File: src/rtl/spi_fetch_queue_if.sv
// Handshake bundle for spi_fetch_queue: SPI byte-reader request/response, redirect and opcode stream.
// slave = the queue itself, master = reader/sequencer side.
interface spi_fetch_queue_if #(
  parameter int PC_W   = 12,
  parameter int ADDR_W = 16,
  parameter int LVL_W  = 3
);
  logic              redirect;
  logic [PC_W-1:0]   redirect_addr;
  logic              rd_start;
  logic [ADDR_W-1:0] rd_addr;
  logic              rd_busy;
  logic              rd_done;
  logic [7:0]        rd_data;
  logic              op_valid;
  logic              op_ready;
  logic [3:0]        opcode;
  logic [PC_W-1:0]   op_addr;
  logic              op_hi;
  logic [LVL_W-1:0]  level;

  modport slave (
    input  redirect, redirect_addr, rd_busy, rd_done, rd_data, op_ready,
    output rd_start, rd_addr, op_valid, opcode, op_addr, op_hi, level
  );

  modport master (
    output redirect, redirect_addr, rd_busy, rd_done, rd_data, op_ready,
    input  rd_start, rd_addr, op_valid, opcode, op_addr, op_hi, level
  );
endinterface

File: src/rtl/spi_fetch_queue.sv
// Instruction prefetch queue: issues SPI byte reads ahead of execution, buffers DEPTH bytes
// and presents them as 4-bit opcodes (low nibble first); redirect flushes and restarts fetch.
module spi_fetch_queue #(
  parameter int DEPTH  = 4,
  parameter int PC_W   = 12,
  parameter int ADDR_W = 16
) (
  input  logic          clk,
  input  logic          reset,
  spi_fetch_queue_if.slave bus
);

  localparam int PTR_W = $clog2(DEPTH);
  localparam int LVL_W = $clog2(DEPTH + 1);

  typedef enum logic [1:0] {
    S_IDLE,
    S_WAIT,
    S_DRAIN
  } state_t;

  state_t            r_state;
  state_t            w_state_nxt;
  logic [7:0]        r_mem [DEPTH];
  logic [PTR_W-1:0]  r_wptr;
  logic [PTR_W-1:0]  r_rptr;
  logic [LVL_W-1:0]  r_level;
  logic              r_op_hi;
  logic [PC_W-1:0]   r_fetch_pc;
  logic [PC_W-1:0]   r_head_pc;
  logic [ADDR_W-1:0] r_rd_addr;

  logic              w_issue;
  logic              w_not_full;
  logic              w_push;
  logic              w_take;
  logic              w_pop;
  logic              w_op_valid;
  logic [7:0]        w_head;
  logic [PC_W-1:0]   w_fetch_pc_nxt;

  assign w_not_full = (r_level < LVL_W'(DEPTH));
  assign w_op_valid = (r_level != '0);
  assign w_head     = r_mem[r_rptr];
  assign w_push     = (r_state == S_WAIT) && bus.rd_done && !bus.redirect;
  assign w_take     = w_op_valid && bus.op_ready && !bus.redirect;
  assign w_pop      = w_take && r_op_hi;

  always_comb begin
    w_state_nxt = r_state;
    w_issue     = 1'b0;
    unique case (r_state)
      S_IDLE: begin
        if (!bus.redirect && w_not_full && !bus.rd_busy) begin
          w_issue     = 1'b1;
          w_state_nxt = S_WAIT;
        end
      end
      S_WAIT: begin
        if (bus.redirect) begin
          w_state_nxt = bus.rd_done ? S_IDLE : S_DRAIN;
        end else if (bus.rd_done) begin
          w_state_nxt = S_IDLE;
        end
      end
      S_DRAIN: begin
        if (bus.rd_done) begin
          w_state_nxt = S_IDLE;
        end
      end
      default: w_state_nxt = S_IDLE;
    endcase
  end

  always_comb begin
    w_fetch_pc_nxt = r_fetch_pc;
    if (bus.redirect) begin
      w_fetch_pc_nxt = bus.redirect_addr;
    end else if (w_push) begin
      w_fetch_pc_nxt = r_fetch_pc + PC_W'(1);
    end
  end

  always_ff @(posedge clk) begin
    if (reset) begin
      r_state    <= S_IDLE;
      r_wptr     <= '0;
      r_rptr     <= '0;
      r_level    <= '0;
      r_op_hi    <= 1'b0;
      r_fetch_pc <= '0;
      r_head_pc  <= '0;
      r_rd_addr  <= '0;
    end else begin
      r_state    <= w_state_nxt;
      r_fetch_pc <= w_fetch_pc_nxt;
      // rd_addr shadows fetch_pc only while idle, so it holds steady across an in-flight read
      if (w_state_nxt == S_IDLE) begin
        r_rd_addr <= ADDR_W'(w_fetch_pc_nxt);
      end
      if (bus.redirect) begin
        r_wptr    <= '0;
        r_rptr    <= '0;
        r_level   <= '0;
        r_op_hi   <= 1'b0;
        r_head_pc <= bus.redirect_addr;
      end else begin
        if (w_push) begin
          r_wptr <= r_wptr + PTR_W'(1);
        end
        if (w_take) begin
          r_op_hi <= !r_op_hi;
        end
        if (w_pop) begin
          r_rptr    <= r_rptr + PTR_W'(1);
          r_head_pc <= r_head_pc + PC_W'(1);
        end
        unique case ({w_push, w_pop})
          2'b10:   r_level <= r_level + LVL_W'(1);
          2'b01:   r_level <= r_level - LVL_W'(1);
          default: r_level <= r_level;
        endcase
      end
    end
  end

  always_ff @(posedge clk) begin
    if (!reset && w_push) begin
      r_mem[r_wptr] <= bus.rd_data;
    end
  end

  assign bus.rd_start = w_issue && !reset;
  assign bus.rd_addr  = r_rd_addr;
  assign bus.op_valid = w_op_valid;
  assign bus.opcode   = !w_op_valid ? 4'h0 : (r_op_hi ? w_head[7:4] : w_head[3:0]);
  assign bus.op_addr  = r_head_pc;
  assign bus.op_hi    = r_op_hi;
  assign bus.level    = r_level;

endmodule

File: src/flat_wrapper.sv
// flat-port wrapper written by rule: the top's interface ports become plain ports
module spi_fetch_queue_flat 
#(
  parameter int DEPTH  = 4,
  parameter int PC_W   = 12,
  parameter int ADDR_W = 16
)
  (clk, reset, bus_redirect, bus_redirect_addr, bus_rd_busy, bus_rd_done, bus_rd_data, bus_op_ready, bus_rd_start, bus_rd_addr, bus_op_valid, bus_opcode, bus_op_addr, bus_op_hi, bus_level);
  spi_fetch_queue_if #(.PC_W(PC_W), .ADDR_W(ADDR_W), .LVL_W(($clog2(DEPTH + 1)))) bus_i ();
  input  logic clk;
  input  logic reset;
  input wire logic [$bits(bus_i.redirect)-1:0] bus_redirect;
  input wire logic [$bits(bus_i.redirect_addr)-1:0] bus_redirect_addr;
  input wire logic [$bits(bus_i.rd_busy)-1:0] bus_rd_busy;
  input wire logic [$bits(bus_i.rd_done)-1:0] bus_rd_done;
  input wire logic [$bits(bus_i.rd_data)-1:0] bus_rd_data;
  input wire logic [$bits(bus_i.op_ready)-1:0] bus_op_ready;
  output wire logic [$bits(bus_i.rd_start)-1:0] bus_rd_start;
  output wire logic [$bits(bus_i.rd_addr)-1:0] bus_rd_addr;
  output wire logic [$bits(bus_i.op_valid)-1:0] bus_op_valid;
  output wire logic [$bits(bus_i.opcode)-1:0] bus_opcode;
  output wire logic [$bits(bus_i.op_addr)-1:0] bus_op_addr;
  output wire logic [$bits(bus_i.op_hi)-1:0] bus_op_hi;
  output wire logic [$bits(bus_i.level)-1:0] bus_level;
  assign bus_i.redirect = bus_redirect;
  assign bus_i.redirect_addr = bus_redirect_addr;
  assign bus_i.rd_busy = bus_rd_busy;
  assign bus_i.rd_done = bus_rd_done;
  assign bus_i.rd_data = bus_rd_data;
  assign bus_i.op_ready = bus_op_ready;
  assign bus_rd_start = bus_i.rd_start;
  assign bus_rd_addr = bus_i.rd_addr;
  assign bus_op_valid = bus_i.op_valid;
  assign bus_opcode = bus_i.opcode;
  assign bus_op_addr = bus_i.op_addr;
  assign bus_op_hi = bus_i.op_hi;
  assign bus_level = bus_i.level;
  spi_fetch_queue #(.DEPTH(DEPTH), .PC_W(PC_W), .ADDR_W(ADDR_W)) u_core (.clk(clk), .reset(reset), .bus(bus_i));
endmodule
File: config.mk
export PLATFORM = sky130hd
export DESIGN_NAME = spi_fetch_queue_flat
export DESIGN_NICKNAME = d
export VERILOG_FILES = /design/src/rtl/spi_fetch_queue_if.sv /design/src/rtl/spi_fetch_queue.sv /design/src/flat_wrapper.sv
export SDC_FILE = /design/constraint.sdc
export NUM_CORES = 1
export LEC_CHECK = 0
export ABC_CLOCK_PERIOD_IN_PS = 3950
export BUFFER_PORTS_ARGS = -buffer_cell sky130_fd_sc_hd__buf_2
export CORE_MARGIN = 2
export CORE_UTILIZATION = 50
export CTS_BUF_LIST = sky130_fd_sc_hd__clkbuf_4 sky130_fd_sc_hd__clkbuf_8
export CTS_CLUSTER_SIZE = 8
export DETAILED_ROUTE_END_ITERATION = 12
export PLACE_DENSITY_LB_ADDON = 0.1
export SKIP_LAST_GASP = 1
export SLEW_MARGIN = 20
export SYNTH_ARGS = -nofsm -noshare
export SYNTH_HDL_FRONTEND = slang
export SYNTH_SLANG_ARGS = --single-unit
File: constraint.sdc
create_clock -name clk -period 3.95 [get_ports clk]
set_input_delay 0.395 -clock clk [delete_from_list [all_inputs] [get_ports clk]]
set_output_delay 0.395 -clock clk [all_outputs]
set_load 0.005 [all_outputs]
# Word level (Yosys, flattened, before mapping)
# Memory sizes are Yosys's and may differ from the RTL's. A register that Yosys moved wholly into a read port is not among the register bits.
# Cells that the tools add are included.
# totals
reg_bits	46
ramBits	32
inputBits	26
mem_count	1
# mem_list
name	depth	width	rd	rd_ports_with_merged_regs	write_ports	line	text
u_core.r_mem	4	8	1	1	1	spi_fetch_queue.sv:24	logic [7:0] r_mem [DEPTH];
# classes
add_sub_neg	6
order_cmp	1
n_eq_ne	4
mux	18
reduce_logical	19
# op_table
operator	count
12-bit two-way mux	4
12-bit by 1-bit adder with 12-bit output, second input constant	2
2-bit two-way mux	6
1-bit logical AND	9
4-bit two-way mux	2
2-bit case mux with 3 select lines	1
3-bit case mux with 2 select lines	1
2-bit by 1-bit adder with 2-bit output, second input constant	2
2-bit by 1-bit == test with 1-bit output, second input constant	2
2-bit == test, second input constant	2
1-bit zero test	4
2-bit zero test	2
1-bit two-way mux	4
2-bit nonzero test	2
3-bit by 1-bit adder with 3-bit output, second input constant	1
3-bit less-than comparator, second input constant	1
3-bit nonzero test	1
3-bit by 1-bit subtractor with 3-bit output, second input constant	1
2-bit OR reduction	1

# Logic depth before layout (Yosys ltp)
# logic_depth
ltp_word	6
mapped_depth	10
mapped_depth_nobuf	8

# Least setup slack after synthesis
# OpenSTA, ideal clock, no wires.
# synth_path
path_kind	input -> register
start	in bus_rd_done
end	reg u_core.r_level[2], in the netlist u_core.bus.level[2]
setup_time_ps	71
t_arrival_ps	2080
setup_slack_ps	1799
stages	10
n_path_buf	2
cell_sequence	buf_2 and3b_1 buf_2 nand2_1 ha_1 inv_1 fa_1 xor2_1 or3_1 a21oi_1
# synth_between
elab_chain_len	4
word_cells_on_any_way	6
classes_between	eq/ne (2); mux (1); reduce/logical (3)
# synth_lines
item	line	text
start: declaration	flat_wrapper.sv:15	input wire logic [$bits(bus_i.rd_done)-1:0] bus_rd_done;
1-bit logical AND * (2 in a row)	spi_fetch_queue.sv:45	assign w_push = (r_state == S_WAIT) && bus.rd_done && !bus.redirect;
2-bit by 1-bit == test with 1-bit output / 2-bit == test (equally long branches)	spi_fetch_queue.sv:118	unique case ({w_push, w_pop})
3-bit case mux with 2 select lines / 2-bit nonzero test (equally long branches)	-	
end signal: assignment	spi_fetch_queue.sv:119	2'b10: r_level <= r_level + LVL_W'(1);
end signal: assignment	spi_fetch_queue.sv:120	2'b01: r_level <= r_level - LVL_W'(1);
end signal: assignment	spi_fetch_queue.sv:121	default: r_level <= r_level;
end: declaration	spi_fetch_queue.sv:27	logic [LVL_W-1:0] r_level;
# Mark *: on every way between the ends. The rest lies on a longest branch, timed or not.
# A chain may end at the register's enable or synchronous reset.

# Final worst setup path
# layout_path
start	reg u_core.r_op_hi, in the netlist u_core.bus.op_hi
end	reg u_core.r_level[2], in the netlist u_core.bus.level[2]
# layout_between
elab_chain_len	3
word_cells_on_any_way	5
classes_between	eq/ne (2); mux (1); reduce/logical (2)
# layout_lines
item	line	text
start: declaration	spi_fetch_queue.sv:28	logic r_op_hi;
start signal: assignment	spi_fetch_queue.sv:112	r_op_hi <= !r_op_hi;
1-bit logical AND *	spi_fetch_queue.sv:47	assign w_pop = w_take && r_op_hi;
net u_core.w_pop	spi_fetch_queue.sv:37	logic w_pop;
2-bit by 1-bit == test with 1-bit output / 2-bit == test (equally long branches)	spi_fetch_queue.sv:118	
3-bit case mux with 2 select lines / 2-bit nonzero test (equally long branches)	-	
# Mark *: on every way through the listed nets, which the timed path passes. The rest lies on a longest branch.

==> metrics.md <==
| Metric | Value |
|---|---|
| GP Congestion | `between 0.8 and 0.9` |
| RSZ-0062 raised after global routing | `no` |
| # fillers | `657` |
| DP Worst Slack | `roughly 1.4 ns` |
| CTS tree | `built` |
| Asr flop ratio synth | `0%` |
| P_leak | `1.55 nW` |
| Clock insertion delay at the later pin of the skew report | `0.35 ns` |
| Share of cells above drive strength 1 | `a little under a quarter` |
| Avg WL per Cell | `15.7 um` |
| Hold WS | `between 0.2 and 0.3 ns` |
| Min-delay src | `bus_rd_data[0]` |
| Port buffer count | `59` |
| Maximum vdd drop | `220 uV` |
| Syn avg cell area | `roughly 11 um2` |
| First-pass iteration count of the detailed router | `4` |
| Register area | `between 1500 and 2000 um2` |
| Post-CTS setup buffers | `0` |
| Vias in the first global route | `2487` |
| CP max FO | `8` |
| Library cells used by synthesis | `53` |
| Final number of hold-violating endpoints | `0` |
| Core Box Area | `7140 um2` |
| Htree depth | `3` |
| Area Overhead vs Synth | `14.9%` |
| Post-Route WL | `about 7.5 mm` |
| Starting Density | `51.1%` |
| Final worst slack | `between 1.5 and 2 ns` |
| Outcome | `finished, final reports clean` |
| Clk buf depth | `2` |
| Syn Std Cell Area | `~3600 um2` |
| Synthesized instance count | `approximately 320` |
| Die ar. | `around 8000 um2` |
| Clk_skew | `0.00644 ns` |
| CP Class | `flop to flop` |
| Least-Margin Pin Slew | `between 0.7 and 0.8 ns` |
| Via Count | `roughly 2700` |
| Tcrit/Tclk final | `61.5%` |
| Slew headroom | `between 50% and 60%` |
| Fin. max-slew vios | `0` |
| Aggregate global routing overflow | `0` |
| First-pass GRT wire length | `approximately 12 mm` |
| Final nets | `408` |
| CTS buffer count | `9` |
| Hold Buf Count CTS | `0` |
| # DRC | `0` |
| Placed cell areas | `~4000 um2` |
| Critical Path AT | `2.71 ns` |
| Clock transition at the registers of the reported paths | `around 0.08 ns` |
| CTS root buf | `clkbuf_8` |
| Top_reg_cell synth | `dfxtp_1` |
| Final instance area | `4190 um2` |
| Fin crit period | `roughly 2.4 ns` |
| Fin Setup TNS | `0 ns` |
| CTS sink cnt | `80` |
| Max Freq | `approximately 400 MHz` |
| Largest net degree at the start of global routing | `31` |
| CTS-repair resized insts | `0` |
| Post-synthesis sequential area ratio | `52.7%` |
| I/O pin cnt | `64` |
| Die X | `a little under 90 um` |
| Initial antenna violation count | `0` |
| Worst Hold Class | `input pin to flop` |
| Num rows | `31` |
| Die height | `89.4 um` |
| Final Power | `approximately 1.7 mW` |
| Crit. End Element | `flop` |
| Antenna Nets Post-Route | `0` |
| Pwr Density | `roughly 400 nW/um2` |
| CP Launch Point | `u_core.bus.op_hi$_SDFFE_PP0N_` |
| Final antenna diode count | `0` |
| Endpoints failing setup | `0` |
| HPWL after detailed placement | `5.40 mm` |
| Synth Warn # | `0` |
| Multi-input gate area | `around 1600 um2` |
| FF+latch count, synth | `80` |
| Vias per cell | `approximately 5.6` |
| Reg-to-Reg Start | `u_core.bus.op_hi$_SDFFE_PP0N_` |
| Max-cap viol count | `0` |
| Tot GR Track Use | `20.2%` |
| Critical Path RT | `between 4 and 5 ns` |
| 1st-iter DRT viols | `178` |
| Startpoint types | `flop` |
| Number of flops mapped to enable cells by yosys | `32` |
[power breakdown]
part           internal, mW  leakage, nW  switching (mW)
Sequential            0.886        0.683          0.0259
Clock                 0.360        0.105           0.291
Combinational        0.0599        0.759          0.0699
Total                  1.31         1.55           0.386
[layout make-up]
cell class	count	area share (%)
well taps	99	2.96
clock buffers	10	3.14
repair buffers	61	7.41
flip-flops and latches	80	45.9
multi-input cells	211	37.6
clock inverters	6	2.00
inverters	11	0.986
[synthesized netlist by cell type (3+ instances only)]
cell | instances | area share [%]
a211oi_1 | 4 | 0.82
a21boi_0 | 3 | 0.62
a21oi_1 | 10 | 1.4
a31oi_1 | 5 | 0.86
and3_1 | 4 | 0.69
and4_1 | 3 | 0.72
buf_2 | 6 | 0.82
buf_4 | 5 | 1.0
clkbuf_1 | 10 | 1.0
dfxtp_1 | 48 | 26
edfxtp_1 | 32 | 26
ha_1 | 7 | 2.4
inv_1 | 11 | 1.1
mux2i_1 | 4 | 1.1
mux4_2 | 8 | 4.9
nand2_1 | 15 | 1.5
nand2b_1 | 3 | 0.51
nand3_1 | 6 | 0.82
nand3b_1 | 10 | 2.1
nand4_1 | 3 | 0.51
nor2_1 | 25 | 2.6
nor3_1 | 11 | 1.5
nor4_1 | 7 | 1.2
o21ai_0 | 4 | 0.55
o21bai_1 | 7 | 1.4
o31a_1 | 6 | 1.4
o31ai_1 | 9 | 1.9
o41ai_1 | 3 | 0.72
or3_1 | 4 | 0.69
or4_1 | 3 | 0.62
xnor2_1 | 9 | 2.2
xor2_1 | 6 | 1.4
[worst max-delay path: stages (launching register included)]
cell and delay [ns]:
dfxtp_1 0.62, nand3b_4 0.16, nor2_1 0.30, ha_1 0.26, inv_1 0.06, fa_1 0.37, xor2_1 0.16, or3_1 0.30
a21oi_1 0.13
[worst paths after layout]
path	end	slack [ns]	cells after the start
hold reg to reg	u_core.bus.rd_addr[1]$_SDFFE_PP0N_	0.45	2
hold / removal	u_core.r_mem[2][0]$_DFFE_PP_	0.26	1
setup / recovery	u_core.bus.level[2]$_SDFFE_PP0P_	1.52	8
setup reg to reg	u_core.bus.level[2]$_SDFFE_PP0P_	1.52	8
[registers in the layout (all words and copies together) (netlist names), named ones only]
register,count
u_core.r_wptr,2
u_core.bus.op_hi,1
u_core.bus.rd_addr,12
u_core.r_state,2
u_core.bus.level,3
u_core.r_fetch_pc,12
u_core.r_rptr,2
u_core.bus.op_addr,12
u_core.r_mem,32
[metal layers]
| layer | track usage, % | routed length [um] | part of all wire, % |
|---|---|---|---|
| met5 | 0 | 0 | 0 |
| met4 | 6.51 | 109 | 1.5 |
| met3 | 5.45 | 389 | 5.2 |
| met2 | 30.6 | 3300 | 44 |
| met1 | 28.3 | 3710 | 49 |
[through the flow]
stage	util [%]	instances
after global placement	55.7	462
final	58.7	478
after floorplan	-	324
after CTS	58.7	478
after global routing	58.7	478
after detailed placement	55.7	462
[placed cells by master, fill, tap and decap left out, types with 7 or more instances in the layout]
master,netlist,routed
buf_2,6,59
dfxtp_1,48,48
edfxtp_1,32,32
nor2_1,25,25
nand2_1,15,15
inv_1,11,11
nor3_1,11,11
a21oi_1,10,10
nand3b_1,10,10
xnor2_1,9,9
o31ai_1,9,9
clkbuf_8,0,9
mux4_2,8,8
o21bai_1,7,7
nor4_1,7,7
ha_1,7,7
[cell families (layout without fill, tap and decap cells)]
kind of cell    Yosys count  count (layout)  synth area share (%)
buf+inv                  33              88                  4.33
flops                    80              80                  52.7
mux                      13              13                  6.35
fa+ha+maj                 8               8                  2.95
other cells               1               4                 0.103
xor+xnor                 15              15                  3.60
simple gates            110             110                  17.5
compound gates           61              61                  12.5
No activity file was read; power rests on OpenSTA's default activity.
